## src/rtl/bitbakery_serial_rx.sv

```systemverilog
// bitbakery_serial_rx
// 8E1 serial receiver for BitBakery. It oversamples the serial line, recovers
// each 8-bit character LSB first, and checks the parity and stop bits. Good
// bytes go into a 4-entry FIFO that the consumer drains with a read strobe.
//
// Optional feature macro: BITBAKERY_RX_PARITY_CHECK_EN
//   defined   - bytes with a parity mismatch are dropped and erro_paridade pulses
//   undefined - the parity bit is sampled but ignored; erro_paridade is tied to 0
//
// Parameters:
//   CLKS_PER_BIT   clock cycles per serial bit (>= 4)
// Ports:
//   clock          single clock, rising edge
//   reset          synchronous, active-high
//   entrada_serial asynchronous serial line, idle high
//   dado_lido      pop strobe, ignored while the FIFO is empty
//   dado_recebido  FIFO head byte, 0x00 when empty
//   tem_dado       FIFO not empty
//   erro_paridade  1-cycle pulse, parity mismatch
//   erro_stop      1-cycle pulse, stop bit sampled 0
//   estouro        1-cycle pulse, good byte dropped because the FIFO is full
//   recebendo      high while a frame is being received (FSM outside idle)
module bitbakery_serial_rx #(
   parameter int unsigned CLKS_PER_BIT = 434
) (
   input  logic       clock,
   input  logic       reset,
   input  logic       entrada_serial,
   input  logic       dado_lido,
   output logic [7:0] dado_recebido,
   output logic       tem_dado,
   output logic       erro_paridade,
   output logic       erro_stop,
   output logic       estouro,
   output logic       recebendo
);

   localparam int unsigned CntW = $clog2(CLKS_PER_BIT + 1);
   localparam logic [CntW-1:0] CntFull = CntW'(CLKS_PER_BIT);
   localparam logic [CntW-1:0] CntHalf = CntW'(CLKS_PER_BIT / 2);
   localparam logic [CntW-1:0] CntOne  = CntW'(1);

   typedef enum logic [2:0] {
      StIdle, StStart, StData, StParity, StStop, StWaitIdle
   } state_e;

   state_e          state_q, state_d;
   logic [1:0]      sync_q;
   logic            rx_s;
   logic [CntW-1:0] cnt_q, cnt_d;
   logic [2:0]      idx_q, idx_d;
   logic [7:0]      shift_q, shift_d;
   logic            tick;
   logic            push;
   logic            stop_err_d, stop_err_q;
   logic            ovf_d, ovf_q;

   // FIFO state
   logic [7:0] mem_q [4];
   logic [1:0] wr_ptr_q, rd_ptr_q;
   logic [2:0] count_q, count_d;
   logic       pop, wr, full;

   assign rx_s = sync_q[1];
   // Counter holds the cycles left to the next sample point; 1 means sample now.
   assign tick = (cnt_q == CntOne);

`ifdef BITBAKERY_RX_PARITY_CHECK_EN
   logic par_ok_q, par_ok_d;
   logic par_err_d, par_err_q;
`endif

   always_comb begin
      state_d    = state_q;
      cnt_d      = cnt_q;
      idx_d      = idx_q;
      shift_d    = shift_q;
      push       = 1'b0;
      stop_err_d = 1'b0;
`ifdef BITBAKERY_RX_PARITY_CHECK_EN
      par_ok_d   = par_ok_q;
      par_err_d  = 1'b0;
`endif
      if (state_q != StIdle && state_q != StWaitIdle) begin
         cnt_d = tick ? CntFull : cnt_q - CntOne;
      end
      unique case (state_q)
         StIdle: begin
            if (!rx_s) begin
               cnt_d   = CntHalf;
               state_d = StStart;
            end
         end
         StStart: begin
            if (tick) begin
               if (rx_s) begin
                  state_d = StIdle;  // glitch shorter than half a bit
               end else begin
                  idx_d   = 3'd0;
                  state_d = StData;
               end
            end
         end
         StData: begin
            if (tick) begin
               shift_d = {rx_s, shift_q[7:1]};
               if (idx_q == 3'd7) state_d = StParity;
               else idx_d = idx_q + 3'd1;
            end
         end
         StParity: begin
            if (tick) begin
`ifdef BITBAKERY_RX_PARITY_CHECK_EN
               par_ok_d = (rx_s == ^shift_q);
`endif
               state_d = StStop;
            end
         end
         StStop: begin
            if (tick) begin
               if (!rx_s) begin
                  stop_err_d = 1'b1;
                  state_d    = StWaitIdle;
`ifdef BITBAKERY_RX_PARITY_CHECK_EN
               end else if (!par_ok_q) begin
                  par_err_d = 1'b1;
                  state_d   = StIdle;
`endif
               end else begin
                  push    = 1'b1;
                  state_d = StIdle;
               end
            end
         end
         StWaitIdle: begin
            // A held-low line (break) must not restart reception.
            if (rx_s) state_d = StIdle;
         end
         default: state_d = StIdle;
      endcase
   end

   // FIFO control: a pop frees a slot in the same cycle, so push+pop when full succeeds.
   assign pop   = dado_lido && (count_q != 3'd0);
   assign full  = (count_q == 3'd4);
   assign wr    = push && (!full || pop);
   assign ovf_d = push && full && !pop;

   always_comb begin
      count_d = count_q;
      unique case ({wr, pop})
         2'b10:   count_d = count_q + 3'd1;
         2'b01:   count_d = count_q - 3'd1;
         default: count_d = count_q;
      endcase
   end

   always_ff @(posedge clock) begin
      if (reset) begin
         sync_q     <= 2'b11;
         state_q    <= StIdle;
         cnt_q      <= '0;
         idx_q      <= '0;
         shift_q    <= '0;
         stop_err_q <= 1'b0;
         ovf_q      <= 1'b0;
         wr_ptr_q   <= '0;
         rd_ptr_q   <= '0;
         count_q    <= '0;
      end else begin
         sync_q     <= {sync_q[0], entrada_serial};
         state_q    <= state_d;
         cnt_q      <= cnt_d;
         idx_q      <= idx_d;
         shift_q    <= shift_d;
         stop_err_q <= stop_err_d;
         ovf_q      <= ovf_d;
         if (wr)  wr_ptr_q <= wr_ptr_q + 2'd1;
         if (pop) rd_ptr_q <= rd_ptr_q + 2'd1;
         count_q    <= count_d;
      end
   end

   always_ff @(posedge clock) begin
      if (wr) mem_q[wr_ptr_q] <= shift_q;
   end

`ifdef BITBAKERY_RX_PARITY_CHECK_EN
   always_ff @(posedge clock) begin
      if (reset) begin
         par_ok_q  <= 1'b1;
         par_err_q <= 1'b0;
      end else begin
         par_ok_q  <= par_ok_d;
         par_err_q <= par_err_d;
      end
   end
   assign erro_paridade = par_err_q;
`else
   assign erro_paridade = 1'b0;
`endif

   assign tem_dado      = (count_q != 3'd0);
   assign dado_recebido = tem_dado ? mem_q[rd_ptr_q] : 8'h00;
   assign erro_stop     = stop_err_q;
   assign estouro       = ovf_q;
   assign recebendo     = (state_q != StIdle);

endmodule

```

## config.mk

```make
export PLATFORM = sky130hd
export DESIGN_NAME = bitbakery_serial_rx
export DESIGN_NICKNAME = d
export VERILOG_FILES = /design/src/rtl/bitbakery_serial_rx.sv
export SDC_FILE = /design/constraint.sdc
export NUM_CORES = 1
export LEC_CHECK = 0
export ABC_AREA = 1
export BUFFER_PORTS_ARGS = -buffer_cell sky130_fd_sc_hd__buf_2
export CORE_MARGIN = 4
export CORE_UTILIZATION = 60
export CTS_CLUSTER_DIAMETER = 60
export DETAILED_ROUTE_END_ITERATION = 7
export PLACE_DENSITY = 0.78
export SYNTH_ARGS = -nofsm -noshare
export SYNTH_HDL_FRONTEND = slang
export SYNTH_SLANG_ARGS = --single-unit
```

## constraint.sdc

```tcl
create_clock -name clock -period 4.9 [get_ports clock]
set_clock_uncertainty 0.2 [all_clocks]
set_input_delay 0.98 -clock clock [delete_from_list [all_inputs] [get_ports clock]]
set_output_delay 0.98 -clock clock [all_outputs]
set_load 0.01 [all_outputs]
```

==> results.sh <==
export IMPL_outcome="complete, no violations"
export IMPL_area_delta_synth_final_pct=10.4
export IMPL_die_y_um=80.1
export IMPL_worstPathRequired_ns=3.72
export IMPL_die_area_sq_mm=0.00642
export IMPL_ctsHoldBuffers=0
export IMPL_max_freq_ghz=0.345
export IMPL_grt_pass1_wl_mm=10.4
export IMPL_seq_area_frac_synth_pct=53.9
export IMPL_vdd_ir_drop_max_mv=0.448
export IMPL_cts_tree="built"
export IMPL_coreArea_sq_mm=0.00488
export IMPL_finalHoldViolCount=0
export IMPL_nets=382
export IMPL_max_cap_violations=0
export IMPL_gr_total_overflow=0
export IMPL_period_needed_ns=2.90
export IMPL_grt_max_degree=19
export IMPL_worst_slew_pin_slew_ns=0.657
export IMPL_layout_cells_non_filler=441
export IMPL_startpoint_type="register"
export IMPL_slew_headroom_pct=56.0
export IMPL_placementRows=25
export IMPL_critPathTopFamily="flip-flops"
export IMPL_holdCritPathClass="register to register"
export IMPL_clk_pin_slew_ns=0.07
export IMPL_pin_count=17
export IMPL_worstSkewPairLatency_ns=0.33
export IMPL_place_congestion=0.892
export IMPL_avgSynthCellArea_sq_um=8.87
export IMPL_die_width_um=80.1
export IMPL_grt_pass1_vias=2216
export IMPL_post_drt_via_cell_ratio=5.14
export IMPL_critPathMaxFanout=17
export IMPL_drt_iter0_drc=160
export IMPL_holdWs_ns=0.223
export IMPL_cts_made_buffers=9
export IMPL_vias=2265
export IMPL_end_kind="output pin"
export IMPL_diodes=0
export IMPL_htree_levels=3
export IMPL_cpPeakStageDelay_ns=0.66
export IMPL_synth_area_top_cells="edfxtp_1 (31%), dfxtp_1 (23%), nor2_1 (8.3%), inv_1 (5.2%), o21ai_0 (4.8%)"
export IMPL_initial_core_util_pct=63.9
export IMPL_wl_per_cell_um=13.5
export IMPL_cp_slowest_cell="dfxtp_1"
export IMPL_grt_use_total_pct=21.3
export IMPL_worst_slack_ns=2.00
export IMPL_p_leak_nw=1.47
export IMPL_clk_path_buf_depth=2
export IMPL_hpwl_mm=4.21
export IMPL_dp_cells=425
export IMPL_cts_repair_resize_count=0
export IMPL_cts_setup_buffers=0
export IMPL_drc=0
export IMPL_maxSlewViolCount=0
export IMPL_synth_cells=352
export IMPL_critical_path_buf_inv_count=2
export IMPL_clock_sinks=68
export IMPL_yosys_warnings=0
export IMPL_syn_cell_area_sq_mm=0.00312
export IMPL_antenna_found_initial=0
export IMPL_cts_root_buf="clkbuf_8"
export IMPL_wirelength_mm=5.95
export IMPL_rsz0062_at_grt="no"
export IMPL_dp_worst_setup_slack_ns=2.31
export IMPL_synth_net_count=365
export IMPL_first_pass_iters=4
export IMPL_synth_largest_area_cell="edfxtp_1"
export IMPL_tns_ns=0
export IMPL_final_layout_size_suffix_gt1_share_pct=15.5
export IMPL_worstSetupPathType="register to output pin"
export IMPL_path_cells="inv_2 -> o21ai_0 -> a21oi_1 -> buf_2"
export IMPL_synth_distinct_cells=33
export IMPL_critPathArrivalTime_ns=1.72
export IMPL_synth_top_area_share_pct=30.8
export IMPL_ys_ff_latch=68
export IMPL_io_buffers=15
export IMPL_ant_nets=0
export IMPL_period_share_pct=59.2
export IMPL_setup_violations=0
export IMPL_p_per_area_mw_per_mm2=603
layout make-up:
type | count | area [sq um]
clock buffers | 10 | 128
clock inverters | 6 | 88.8
fillers | 399 | 1440
inverters | 45 | 171
multi-input cells | 230 | 1220
flip-flops and latches | 68 | 1680
well taps | 67 | 83.8
repair buffers | 15 | 75.1
power breakdown:
group	switching [mW]	internal, mW
combinational	0.536	0.283
sequential	0.0907	0.670
clock	0.211	0.288
total	0.837	1.24
cell usage in the layout (no fill, tap or decap), types with 2 or more instances in the layout:
master,netlist,final
a31oi_1,2,2
edfxtp_1,32,32
clkinv_4,0,2
inv_4,1,2
buf_2,2,15
dfxtp_1,36,36
inv_1,43,43
nand2_1,35,35
bufinv_16,0,2
ha_1,8,8
nor2_1,69,69
a21oi_1,23,23
nor3_1,6,6
or2_2,2,2
clkbuf_8,0,9
nand4_1,8,8
nand2_4,2,2
nand2_2,6,6
o21ai_0,30,30
nand3_1,17,17
xor2_1,2,2
nor2_2,7,7
nor2_8,2,2
nand3_2,3,3
per-stage QoR:
stage                     utilization, %  power, mW  cell area (sq um)
after floorplan                        -       1.39               3120
after global placement              66.2       1.56               3230
after detailed placement            66.2       1.59               3230
after CTS                           70.6       2.09               3440
after global routing                70.6       2.26               3440
final                               70.6       2.08               3440
routing by layer:
layer	share of wire (%)	up-vias	global-route usage, %
met4	0.60	0	8.78
li1	-	1195	-
met5	0	-	0
met1	45	1014	25.4
met3	4.2	4	4.71
met2	50	52	36.8
worst paths after layout:
path / start / to / slack [ns] / cells after the start
worst max-delay path: register / dado_recebido[3] / 2.00 / 4
worst max register to register: cnt_q[1] / mem_q[3][3] / 2.52 / 10
worst min-delay path: sync_q[0] / sync_q[1] / 0.22 / 1
worst min register to register: sync_q[0] / sync_q[1] / 0.22 / 1
sequential cells by signal, indices dropped and copies added, names as in the netlist, named ones only:
| register | cells |
|---|---|
| count_q | 3 |
| estouro | 1 |
| erro_stop | 1 |
| sync_q | 2 |
| state_q | 3 |
| wr_ptr_q | 2 |
| rd_ptr_q | 2 |
| mem_q | 32 |
| cnt_q | 9 |
| idx_q | 3 |
| shift_q | 8 |
cells in the mapped netlist, drive strengths merged:
cell type  number
fa              1
a211oi          1
a31oi           2
o31ai           1
nand3          20
o21ai          31
ha              8
xor2            2
nand4           8
nand2          43
a21oi          24
nor3            7
buf             5
dfxtp          36
nor2           79
inv            45
edfxtp         32
or2             2
conb            1
clkbuf          4
kinds of logic after synthesis:
kind of cell / share of synthesized area, %
simple gates: 24.5
flops: 53.9
compound gates: 9.98
buf+inv: 7.14
fa+ha+maj: 3.85
xor+xnor: 0.561
other cells: 0.120
Note: power is estimated with default switching activity, not from simulation.
